File: src/rtl/regfile_mp_pkg.sv
// regfile_mp_pkg: shared definitions for the minuteCore multi-port register file.
//   REG_DATA_SIZE / REG_ADDR_SIZE : default register width and address width
//   rf_state_e                    : init-sweep FSM state encoding (RF_INIT, RF_RUN)
package regfile_mp_pkg;

  localparam int REG_DATA_SIZE = 32;
  localparam int REG_ADDR_SIZE = 5;

  typedef enum logic {
    RF_INIT = 1'b0,
    RF_RUN  = 1'b1
  } rf_state_e;

endpackage

File: src/rtl/regfile_mp_wr_arb.sv
// regfile_mp_wr_arb: write-port priority resolution for one register address.
// Reports whether any enabled write port targets addr and, if so, the data of
// the highest-index such port. Address 0 never produces a hit.
// Ports:
//   active  in   write ports are honoured only while high (RUN state)
//   addr    in   register address this instance resolves
//   wr_en   in   per-port write enables
//   wr_addr in   packed write addresses, port p at [p*ADDR_W +: ADDR_W]
//   wr_data in   packed write data, port p at [p*DATA_W +: DATA_W]
//   hit     out  some enabled port writes addr
//   data    out  winning port's data (0 when no hit)
module regfile_mp_wr_arb
  import regfile_mp_pkg::*;
#(
  parameter int DATA_W = REG_DATA_SIZE,
  parameter int ADDR_W = REG_ADDR_SIZE,
  parameter int NUM_WR = 2
) (
  input  logic                     active,
  input  logic [ADDR_W-1:0]        addr,
  input  logic [NUM_WR-1:0]        wr_en,
  input  logic [NUM_WR*ADDR_W-1:0] wr_addr,
  input  logic [NUM_WR*DATA_W-1:0] wr_data,
  output logic                     hit,
  output logic [DATA_W-1:0]        data
);

  // NOTE: combinational blocks use blocking assignments with every output
  // defaulted first, so no latch is inferred and later loop iterations
  // overwrite earlier ones -- which is exactly what gives the highest-index
  // matching port priority.
  always_comb begin
    hit  = 1'b0;
    data = '0;
    for (int p = 0; p < NUM_WR; p++) begin
      if (active && (addr != '0) && wr_en[p] &&
          (wr_addr[p*ADDR_W +: ADDR_W] == addr)) begin
        hit  = 1'b1;
        data = wr_data[p*DATA_W +: DATA_W];
      end
    end
  end

endmodule

File: src/rtl/regfile_mp.sv
// regfile_mp: parametrised multi-port integer register file with scoreboard.
// Entry 0 reads as zero. After reset an INIT sweep clears one entry per cycle
// (entries 1..2^ADDR_W-1); ready rises when the sweep is done.
// Optional feature macro: REGFILE_BYPASS_EN -- forwards same-cycle writes
// (and scoreboard sets) to reads of the same address.
// Ports:
//   clk         in   clock, all state on posedge
//   reset       in   synchronous, active-high reset
//   rd_addr     in   NUM_RD packed read addresses
//   rd_data     out  NUM_RD packed registered read data
//   rd_busy     out  registered scoreboard bit per read port
//   wr_en       in   NUM_WR write enables (higher index wins on collision)
//   wr_addr     in   NUM_WR packed write addresses
//   wr_data     in   NUM_WR packed write data
//   sb_set_en   in   mark sb_set_addr pending
//   sb_set_addr in   destination being issued
//   ready       out  init sweep complete
module regfile_mp
  import regfile_mp_pkg::*;
#(
  parameter int DATA_W = REG_DATA_SIZE,
  parameter int ADDR_W = REG_ADDR_SIZE,
  parameter int NUM_RD = 2,
  parameter int NUM_WR = 2
) (
  input  logic                     clk,
  input  logic                     reset,
  input  logic [NUM_RD*ADDR_W-1:0] rd_addr,
  output logic [NUM_RD*DATA_W-1:0] rd_data,
  output logic [NUM_RD-1:0]        rd_busy,
  input  logic [NUM_WR-1:0]        wr_en,
  input  logic [NUM_WR*ADDR_W-1:0] wr_addr,
  input  logic [NUM_WR*DATA_W-1:0] wr_data,
  input  logic                     sb_set_en,
  input  logic [ADDR_W-1:0]        sb_set_addr,
  output logic                     ready
);

  localparam int DEPTH = 1 << ADDR_W;

  rf_state_e           state_q, state_d;
  logic [ADDR_W-1:0]   cnt_q, cnt_d;
  logic                run;

  logic [DATA_W-1:0]   mem [DEPTH];
  logic [DEPTH-1:0]    busy_q;

  logic [DEPTH-1:0]    ent_we;
  logic [DATA_W-1:0]   ent_wdata [DEPTH];

  logic [ADDR_W-1:0]   rd_a [NUM_RD];
  logic [NUM_RD*DATA_W-1:0] rd_data_d, rd_data_q;
  logic [NUM_RD-1:0]        rd_busy_d, rd_busy_q;

  assign run = (state_q == RF_RUN);

  // ---------------------------------------------------------------- FSM
  // NOTE: sequential state uses non-blocking assignments so every flop
  // samples pre-edge values regardless of block ordering.
  always_ff @(posedge clk) begin
    if (reset) begin
      state_q <= RF_INIT;
      cnt_q   <= ADDR_W'(1);
    end else begin
      state_q <= state_d;
      cnt_q   <= cnt_d;
    end
  end

  always_comb begin
    state_d = state_q;
    cnt_d   = cnt_q;
    case (state_q)
      RF_INIT: begin
        cnt_d = cnt_q + ADDR_W'(1);
        if (cnt_q == '1) state_d = RF_RUN;
      end
      RF_RUN:  state_d = RF_RUN;
      default: state_d = RF_INIT;
    endcase
  end

  // ---------------------------------------------- per-entry write resolution
  for (genvar i = 0; i < DEPTH; i++) begin : g_ent
    regfile_mp_wr_arb #(
      .DATA_W (DATA_W),
      .ADDR_W (ADDR_W),
      .NUM_WR (NUM_WR)
    ) u_arb (
      .active  (run),
      .addr    (ADDR_W'(i)),
      .wr_en   (wr_en),
      .wr_addr (wr_addr),
      .wr_data (wr_data),
      .hit     (ent_we[i]),
      .data    (ent_wdata[i])
    );
  end

  // ---------------------------------------------------------------- storage
  // NOTE: the array has no reset term; the INIT sweep clears it one entry
  // per cycle, which keeps it mappable onto RAM-style storage. Entry 0 is
  // never written; the read mux forces it to zero.
  always_ff @(posedge clk) begin
    if (state_q == RF_INIT) begin
      mem[cnt_q] <= '0;
    end else begin
      for (int i = 1; i < DEPTH; i++) begin
        if (ent_we[i]) mem[i] <= ent_wdata[i];
      end
    end
  end

  // ------------------------------------------------------------- scoreboard
  // A writeback clears busy; an issue in the same cycle sets it again because
  // a newer producer now owns the register.
  always_ff @(posedge clk) begin
    if (reset) begin
      busy_q <= '0;
    end else if (run) begin
      for (int i = 1; i < DEPTH; i++) begin
        if (ent_we[i]) busy_q[i] <= 1'b0;
        if (sb_set_en && (sb_set_addr == ADDR_W'(i))) busy_q[i] <= 1'b1;
      end
    end
  end

  // ------------------------------------------------------------------ reads
  for (genvar k = 0; k < NUM_RD; k++) begin : g_rd
    assign rd_a[k] = rd_addr[k*ADDR_W +: ADDR_W];
  end

  always_comb begin
    rd_data_d = '0;
    rd_busy_d = '0;
    if (run) begin
      for (int k = 0; k < NUM_RD; k++) begin
        if (rd_a[k] != '0) begin
          rd_data_d[k*DATA_W +: DATA_W] = mem[rd_a[k]];
          rd_busy_d[k]                  = busy_q[rd_a[k]];
`ifdef REGFILE_BYPASS_EN
          // Forward the winning same-cycle write and the post-update busy bit.
          if (ent_we[rd_a[k]]) begin
            rd_data_d[k*DATA_W +: DATA_W] = ent_wdata[rd_a[k]];
            rd_busy_d[k] = sb_set_en && (sb_set_addr == rd_a[k]);
          end
`endif
        end
      end
    end
  end

  always_ff @(posedge clk) begin
    if (reset) begin
      rd_data_q <= '0;
      rd_busy_q <= '0;
    end else begin
      rd_data_q <= rd_data_d;
      rd_busy_q <= rd_busy_d;
    end
  end

  assign rd_data = rd_data_q;
  assign rd_busy = rd_busy_q;
  assign ready   = run;

endmodule

File: config.mk
export PLATFORM = sky130hd
export DESIGN_NAME = regfile_mp
export DESIGN_NICKNAME = d
export VERILOG_FILES = /design/src/rtl/regfile_mp_pkg.sv /design/src/rtl/regfile_mp_wr_arb.sv /design/src/rtl/regfile_mp.sv
export SDC_FILE = /design/constraint.sdc
export NUM_CORES = 2
export LEC_CHECK = 0
export BUFFER_PORTS_ARGS = -buffer_cell sky130_fd_sc_hd__buf_2
export CAP_MARGIN = 5
export CORE_AREA = 2 2 411 291
export CTS_CLUSTER_SIZE = 25
export DETAILED_ROUTE_END_ITERATION = 7
export DIE_AREA = 0 0 413 293
export GPL_ROUTABILITY_DRIVEN = 1
export PLACE_DENSITY = 0.71
export SYNTH_ARGS = -nofsm -noshare
export SYNTH_HDL_FRONTEND = slang
export SYNTH_SLANG_ARGS = --single-unit
File: constraint.sdc
create_clock -name clk -period 4.4 [get_ports clk]
set_input_delay 0.66 -clock clk [delete_from_list [all_inputs] [get_ports clk]]
set_output_delay 0.66 -clock clk [all_outputs]
set_load 0.03 [all_outputs]
==> results summary <==
The setup skew after layout came out at 0.0242 ns. The number of synthesized register bits is 1095. The placement row count is 105. The total number of H-tree levels is 3. The number of pins exceeding their max-slew limit in the final report is 0.

Traced cell by cell, the critical path runs through nor2b_1 -> o41ai_2 -> buf_12 -> a2111oi_0 -> buf_4. The warning count from the yosys run is 0. Headroom to the max-slew limit came out at 0.0541. The width of the die came out at 413 um. The sum of routed wire length over all layers came out at 265000 um. The number of detailed-route iterations in the first pass came out at 7. The share of the Yosys chip area taken by registers is 0.497. The via count is 55500. Dividing the detail-routed wire length by the instance count gives 35.7 um. STA puts the critical path data arrival time at 4.33 ns. The power per unit of standard cell area is 333 nW/um^2. The critical path starts at ready. By count the netlist is led by 1561 x nand2_1, 992 x edfxtp_1, 769 x a21oi_1, 534 x clkbuf_1, 333 x mux4_2. The cell at the root of the clock tree is clkbuf_16.

The power after layout is 0.0235 W. The reported leakage power is 27.0 nW. For this run, the leading register cell type out of synthesis is edfxtp_1. The count of flip-flops with a built-in enable after synthesis came out at 992. The tool flagged a number of max-cap violations equal to 0.

TritonCTS created 110 clock buffers. Post-CTS repair changed the size of 0 cells. For this design the top-level I/O count stands at 161. In this run the worst path has a maximum fanout of 26. The setup TNS after final layout came out at 0 ns. The internal power contribution came out at 0.0175 W. The share of total power dissipated in combinational logic is 0.092.

TritonCTS built the clock tree. The mean cell area of the mapped netlist came out at 10.7 um^2. The number of instances on the worst hold path is 4. In the routed layout, each cell is associated on average with a via count of 7.48. For this run, the top clock speed supported by timing is 274 MHz.

The number of antenna violations at the first check in global routing came out at 15. The first-iteration detailed-routing DRC count came out at 11000. The cell with the largest stage delay on the worst path is a2111oi_0.

The setup path with the least slack is of type reg -> reg. The die is 293 um tall. The cts-stage hold buffer count came out at 0. The clock slew seen by the registers of the worst setup and hold paths came out at 0.06 ns.

The longest individual stage delay on the worst path is 1.04 ns. The min-delay analysis places its worst path in the category in -> reg. The final core area utilization came out at 0.604. Setup repair after global routing left no endpoint under its margin.

After global routing the overflow that remains totals 0. The required time at the endpoint of the critical path is 5.08 ns. The number of buffers inserted to repair setup after CTS is 0. Entering global routing, the biggest net connects 62 pins.

In this run the deepest clock path goes through 3 buffers. The final routed DRC violation total came out at 0. CTS saw 1095 sinks. The placeable core region came out at 117000 um^2. The smallest clock period supported by the final layout is computed as 3.65 ns. The wire length of the first global-routing pass came out at 374000 um. The overall die area is 121000 um^2. The number of nets with antenna violations after routing came out at 0. The clock network fraction of design power is 0.424. The type of origin of the critical path is a flip-flop.

The setup-violating endpoint count in the final report is 0. The leading cell type by number of instances after synthesis is nand2_1. For the pin with the worst max-slew slack, the measured transition is 1.42 ns. In this run the critical register-to-register path is launched from ready. The synthesized netlist occupies a cell area of 64100 um^2.

Of the post-synthesis cell area, the dominant cell type holds 0.465. The final count of hold timing violations came out at 0. The worst register-to-register path has a depth of 5.

The total of fill cells in the finished design came out at 9336. After synthesis, the cell types taking the most area are edfxtp_1 46%, mux4_2 12%, nand2_1 9.1%. The fraction of final layout cells sized beyond drive strength 1 is 0.196. Summed over all instances, the cell type with the most area after synthesis is edfxtp_1. The relative area change from synthesis to final layout is 10.0%.

The startpoint identified for the worst hold timing path is sb_set_addr[0]. The wire-length estimate of the detail-placed layout is 166000 um. The count of buffers inserted at the top-level ports came out at 160.

Clock latency on the worst-skew pair, taken at its later pin, is 0.76 ns. In the post-route analysis, the smallest setup slack over all paths is 0.747 ns. The routability-driven placement congestion ratio came out at 0.999. Across the VDD grid, the largest voltage drop is 0.383 mV.

The sequential share of power is 0.485. The effective utilization at floorplan is 0.549. The layout net count came out at 5862. The number of standard cells after synthesis came out at 5967.

The via count of the first global-routing pass came out at 52700. The number of nets handed over by synthesis was 6066. The pre-CTS setup slack came out at 0.981 ns. Of all flip-flops after synthesis, the portion carrying an async set or reset was 0.

For this run, the total global-route usage over all layers was measured as 0.430. The run finished with clean final reports. Counting distinct cell types in the post-synthesis netlist gives 52. The capturing element type of the critical path is a flip-flop.

The analysis attributes to net switching a power of 0.00602 W. Dividing the final minimum period by the clock period gives 0.830. The switching power as a share of total power is 0.256.
==> worst max-delay path: cells and delay by family, from the launching register on <==
kind | cells | cell delay (ns)
simple gates | 1 | 0.72
flops | 1 | 1.02
compound gates | 2 | 1.30
buf+inv | 2 | 0.52
==> power by group through the flow <==
stage,clock [W],sequential [W],combinational (W)
after floorplan,0,0.0116,0.00125
after global placement,0,0.0116,0.00202
after detailed placement,0,0.0116,0.00205
after CTS,0.00985,0.0114,0.00205
after global routing,0.0102,0.0114,0.00218
final,0.00995,0.0114,0.00216
==> cells in the final DEF (no fill, tap or decap), types with 17 or more instances in the layout <==
cell       Yosys  final
a22oi_1       21     21
a22o_1       256    256
nor2b_1       25     23
o21ai_4        0     31
mux2_2       119    119
o21ai_0       62     32
a221o_1       53     53
a2111oi_0     32     22
nand2_1     1561   1560
a21oi_1      769    752
clkinv_2       0     29
a32oi_1       20     20
buf_4         36    226
mux2i_1      329    329
a31oi_1       33     33
clkbuf_1     534     20
o22ai_1      161    161
edfxtp_1     992    992
clkbuf_8       0     17
nor2_1        59     51
clkbuf_16      0    117
buf_12         0     22
nand2b_1      48     45
buf_2        111    154
dfxtp_1      103    103
and3_1        21     19
a21oi_4        0     17
nand3_1       57     43
mux4_2       333    333
and2_1        18     18
nor3_1        75     67
==> path summary, 6_finish.rpt <==
check                end  slack, ns
min reg2reg   busy_q[12]       0.50
min            busy_q[8]       0.31
max reg2reg  rd_data[16]       0.75
max          rd_data[16]       0.75
==> state kept, by name (all words and copies together) (netlist names) <==
| register | cells |
|---|---|
| mem | 992 |
| rd_data | 64 |
| busy_q | 31 |
| cnt_q | 5 |
| rd_busy | 2 |
| ready | 1 |
==> cell families (layout without fill, tap and decap cells) <==
kind of cell | after synthesis | in the layout | share of synthesized area
DFF | 1095 | 1095 | 0.497
buffers and inverters | 727 | 621 | 0.0483
muxes | 781 | 781 | 0.189
and+or+nand+nor | 1919 | 1919 | 0.123
other | 0 | 8 | 0
xor gates and xnor gates | 3 | 3 | 0.000410
adders and majority gates | 5 | 5 | 0.000976
AOI/OAI and AO/OA | 1437 | 1437 | 0.140
==> metal layers <==
metal  vias up  global-route usage  part of all wire
li1      21800                   -                 -
met1     26500               0.599              0.34
met2      6180               0.566              0.39
met3       960               0.185              0.20
met4        10               0.222             0.063
met5         -                   0           0.00029
==> through the flow <==
step / hold slack (ns) / instances / instance area, um^2
floorplan: 0.455 / 5967 / 64100
global placement: 0.483 / 7201 / 66800
detailed placement: 0.487 / 7201 / 66800
CTS: 0.277 / 7411 / 70500
global route: 0.324 / 7414 / 70500
finish: 0.308 / 7420 / 70500
==> layout make-up <==
cell class | count | area (um^2) | area share
flip-flops and latches | 1095 | 31900 | 0.452
multi-input cells | 4145 | 30000 | 0.425
clock buffers | 154 | 3240 | 0.0459
repair buffers | 406 | 2960 | 0.0420
well taps | 1551 | 1940 | 0.0275
clock inverters | 56 | 485 | 0.00688
diodes | 8 | 20.0 | 0.000284
inverters | 5 | 18.8 | 0.000266
(Power assumes the default switching activity.)
